$ cat src/rtl/demux1to2_32bit_buf.sv
// Buffered 1-to-2 demultiplexer: one 32-bit input stream is steered by IN_SEL
// into one of two independent FIFOs, each drained through its own handshake.
module demux1to2_32bit_buf #(
    parameter int DEPTH = 2,
    parameter int CNTW  = $clog2(DEPTH) + 1
) (
    input  logic            CLK,
    input  logic            RESET,
    input  logic [31:0]     IN_DATA,
    input  logic            IN_SEL,
    input  logic            IN_VALID,
    output logic            IN_READY,
    output logic [31:0]     OUT1_DATA,
    output logic            OUT1_VALID,
    input  logic            OUT1_READY,
    output logic [CNTW-1:0] OUT1_COUNT,
    output logic [31:0]     OUT2_DATA,
    output logic            OUT2_VALID,
    input  logic            OUT2_READY,
    output logic [CNTW-1:0] OUT2_COUNT
);

    localparam int PW = $clog2(DEPTH);
    localparam logic [CNTW-1:0] FULL_CNT = CNTW'(DEPTH);

    // Handshakes: a word moves on a rising edge only when valid && ready are both
    // high; IN_READY looks at IN_SEL and registered occupancy only, never at OUTk_READY.

    logic [1:0][DEPTH-1:0][31:0] mem_q, mem_d;
    logic [1:0][PW-1:0]          wr_ptr_q, wr_ptr_d;
    logic [1:0][PW-1:0]          rd_ptr_q, rd_ptr_d;
    logic [1:0][CNTW-1:0]        cnt_q, cnt_d;

    logic [1:0] full;
    logic [1:0] nonempty;
    logic [1:0] sel_oh;
    logic [1:0] out_ready;
    logic [1:0] push;
    logic [1:0] pop;

    assign sel_oh    = {IN_SEL, ~IN_SEL};
    assign out_ready = {OUT2_READY, OUT1_READY};

    always_comb begin
        full     = '0;
        nonempty = '0;
        mem_d    = mem_q;
        wr_ptr_d = wr_ptr_q;
        rd_ptr_d = rd_ptr_q;
        cnt_d    = cnt_q;

        for (int k = 0; k < 2; k++) begin
            full[k]     = (cnt_q[k] == FULL_CNT);
            nonempty[k] = (cnt_q[k] != '0);
        end

        // A full channel refuses the push even if it pops on the same edge.
        IN_READY = ~|(full & sel_oh);
        push     = sel_oh & {2{IN_VALID & IN_READY}};
        pop      = nonempty & out_ready;

        for (int k = 0; k < 2; k++) begin
            if (push[k]) begin
                mem_d[k][wr_ptr_q[k]] = IN_DATA;
                wr_ptr_d[k]           = wr_ptr_q[k] + PW'(1);
            end
            if (pop[k]) begin
                rd_ptr_d[k] = rd_ptr_q[k] + PW'(1);
            end
            case ({push[k], pop[k]})
                2'b10:   cnt_d[k] = cnt_q[k] + CNTW'(1);
                2'b01:   cnt_d[k] = cnt_q[k] - CNTW'(1);
                default: cnt_d[k] = cnt_q[k];
            endcase
        end
    end

    always_ff @(posedge CLK or posedge RESET) begin
        if (RESET) begin
            mem_q    <= '0;
            wr_ptr_q <= '0;
            rd_ptr_q <= '0;
            cnt_q    <= '0;
        end else begin
            mem_q    <= mem_d;
            wr_ptr_q <= wr_ptr_d;
            rd_ptr_q <= rd_ptr_d;
            cnt_q    <= cnt_d;
        end
    end

    assign OUT1_DATA  = mem_q[0][rd_ptr_q[0]];
    assign OUT1_VALID = nonempty[0];
    assign OUT1_COUNT = cnt_q[0];
    assign OUT2_DATA  = mem_q[1][rd_ptr_q[1]];
    assign OUT2_VALID = nonempty[1];
    assign OUT2_COUNT = cnt_q[1];

endmodule

$ cat config.mk
export PLATFORM = sky130hd
export DESIGN_NAME = demux1to2_32bit_buf
export DESIGN_NICKNAME = d
export VERILOG_FILES = /design/src/rtl/demux1to2_32bit_buf.sv
export SDC_FILE = /design/constraint.sdc
export NUM_CORES = 1
export LEC_CHECK = 0
export ABC_AREA = 1
export CORE_UTILIZATION = 66
export CTS_BUF_LIST = sky130_fd_sc_hd__clkbuf_4
export CTS_CLUSTER_SIZE = 12
export DETAILED_ROUTE_END_ITERATION = 12
export DONT_BUFFER_PORTS = 1
export PLACE_DENSITY = 0.81
export SYNTH_ARGS = -nofsm -noshare
export SYNTH_HDL_FRONTEND = slang
export SYNTH_SLANG_ARGS = --single-unit
$ cat constraint.sdc
create_clock -name CLK -period 5.3 [get_ports CLK]
set_input_delay 1.06 -clock CLK [delete_from_list [all_inputs] [get_ports CLK]]
set_output_delay 1.06 -clock CLK [all_outputs]
set_load 0.02 [all_outputs]
==> metrics.txt <==
slew at the pin closest to its max-slew limit=between 1 and 1.5 ns; DRT iter0 DRCs=roughly 250; critical path depth=1; sequential fraction of the synthesis area=between 50 and 60%; layout overhead on the synthesized area=4.67%; Worst R2R Start=OUT1_COUNT[1]$_DFFE_PP0P_; Max Fclk=around 0.3 GHz; Post-CTS Setup Inserts=0; Worst Reg-to-Reg Cells=7; number of H-tree levels=4; first-pass GRT wire length=between 20000 and 25000 microns; Hold EP=mem_q[122]$_DFFE_PP0P_; slowest CP cell=o21ai_0; Setup WS pre-CTS=2.49 ns; die area=a little over 10000 sq um; Final min period=~3.3 ns; GRT overflow=0; commonest non-fill, non-tap cell in the layout=nand2_1; power per cell area=662 nW/um^2; final setup TNS=0 ns; CTS Buf Count=17; Min Hold Slack=slightly above 0.5 ns; initial core utilization=between 60% and 70%; Yosys cell types=22; I/O Pins=roughly 110; die width=approximately 100 microns; pin count of the biggest net entering global routing=96; root buf cell=clkbuf_4; leakage=approximately 3.4 nW; RSZ-0062 raised after global routing=no; WP buf/inv=0; ANT nets after route=0; final setup violating endpoints=0; post-cts sizing count=0; antenna diode count=0; CTS tree=yes; dpl cells=~880; Critical Path, Cell by Cell=o21ai_0; Hold Path Depth=2; Crit. End Element=primary output; status=finished, final reports clean; period utilization=about 62%; Hold Buf Count CTS=0; initial antenna violation count=0; CP max FO=65; CTS clock-pin slew for the worst setup and hold paths=0.12 ns; GPL Wtd Cong=approximately 0.85; Core Area=9370 sq um; Critical R2R Capture=OUT1_COUNT[1]$_DFFE_PP0P_; FF-to-FF setup slack=~2.7 ns; Syn. warnings=0; slew margin rel.=between 20% and 30%; Via density=5.54; max-slew violations=0; Synthesized Nets=~840; max_cap viols=0; CP Class=flip-flop to primary output; Worst Setup Start Kind=flip-flop; DP HPWL=between 9000 and 10000 microns; Post-Route WL=14500 microns; most frequent cells in the layout=nand2_1 (292), dfrtp_1 (134), o21ai_0 (130), inv_1 (103), o21bai_1 (64); smallest setup slack after layout=2.04 ns; vias in the first global route=~4700; cell row count=35; Max clock buf depth=2; Die Ht=101 microns; Hold Path Origin=mem_q[122]$_DFFE_PP0P_; Cells after Synth=approximately 800; final net count=approximately 810; max incr delay on CP=about 0.86 ns; Avg Inst Size Synth=~8.1 sq um; clk sink count=136; FF+latch count, synth=136; Max VDD drop=between 0.4 and 0.5 mV; post-DR wirelength/cell=roughly 16 microns; Total GRT Usage=around 30%; Top delay family on crit path=compound AO/OA/AOI/OAI gates; count of final hold-check violations=0; DR DRC count=0; Via Count=roughly 5100; Post-Syn Area=about 6500 sq um; Buffers on Ports=0; Critical Path RT=approximately 4.2 ns; filler-free cell count of the finished design=915; share of cells above drive strength 1=between 6 and 7%; worst path arrival time=roughly 2.2 ns; Clk Latency, worst-skew pair=0.53 ns; Pre-antenna DRT Iters=5; HP Class=flip-flop to flip-flop; Layout Skew=a little under 0.02 ns
worst max-delay path by stage:
stage / startpoint / slack (ns) / to
floorplan: RESET / 0.60 / OUT1_COUNT[0]$_DFFE_PP0P_
global placement: IN_SEL / 2.50 / mem_q[22]$_DFFE_PP0P_
detailed placement: IN_VALID / 2.49 / mem_q[89]$_DFFE_PP0P_
CTS: rd_ptr_q[0]$_DFFE_PP0P_ / 2.08 / OUT1_DATA[0]
global route: rd_ptr_q[0]$_DFFE_PP0P_ / 1.94 / OUT1_DATA[8]
finish: rd_ptr_q[0]$_DFFE_PP0P_ / 2.04 / OUT1_DATA[0]
kinds of logic (layout without fill, tap and decap cells):
kind of cell,after synthesis,after routing,synth area share (%)
and+or+nand+nor,300,300,18.0
AOI/OAI and AO/OA,198,198,17.9
buffers and inverters,155,142,9.90
DFF,136,136,52.7
xor gates and xnor gates,8,8,1.09
adders and majority gates,2,2,0.388
cells in the mapped netlist:
master / instances / share of area [%]
buf_4: 11 / 1.3
xor2_1: 4 / 0.54
nor2_1: 1 / 0.058
or2_2: 1 / 0.097
xnor2_1: 4 / 0.54
o21ai_0: 130 / 10
inv_1: 104 / 6.0
clkbuf_1: 20 / 1.2
o211ai_2: 1 / 0.19
o21bai_1: 64 / 7.4
inv_2: 2 / 0.12
nand2_1: 292 / 17
nor2_2: 3 / 0.29
nand2_2: 1 / 0.097
dfrtp_1: 136 / 53
buf_1: 5 / 0.29
o21ai_1: 1 / 0.077
nand3_4: 1 / 0.27
a21oi_1: 2 / 0.16
ha_1: 2 / 0.39
nor2_4: 1 / 0.17
buf_2: 13 / 1.0
metrics by stage:
stage | cell area (sq um) | total power [mW] | utilization (%)
final | 6760 | 4.47 | 72.1
after global routing | 6760 | 4.81 | 72.1
after detailed placement | 6420 | 3.72 | 68.5
after global placement | 6420 | 3.63 | 68.5
after floorplan | 6460 | 3.39 | -
after CTS | 6740 | 4.47 | 71.9
area by class of cell:
type	count	area (sq um)
inverter	106	403
timing repair buffer	5	45.0
sequential	136	3410
multi-input combinational	508	2430
tap	129	161
clock inverter	13	180
clock buffer	18	135
fill	767	2610
state kept, by name, summed over array words and instances (netlist names):
signal,flops
OUT2_COUNT,2
mem_q,128
OUT1_COUNT,2
rd_ptr_q,2
wr_ptr_q,2
layer usage:
layer | vias up | wire (microns) | track usage (%)
li1 | 2415 | - | -
met1 | 2396 | 6350 | 44.3
met2 | 230 | 6600 | 45.3
met3 | 24 | 1250 | 7.07
met4 | 0 | 250 | 9.70
met5 | - | 0 | 0
where the power goes:
part | internal (mW) | total, mW | switching [mW] | leakage (nW)
registers | 1.53 | 1.90 | 0.367 | 1.67
logic | 0.495 | 1.82 | 1.33 | 1.53
clock network | 0.376 | 0.751 | 0.375 | 0.175
total | 2.40 | 4.47 | 2.07 | 3.37
Note: power is estimated with default switching activity, not from simulation.
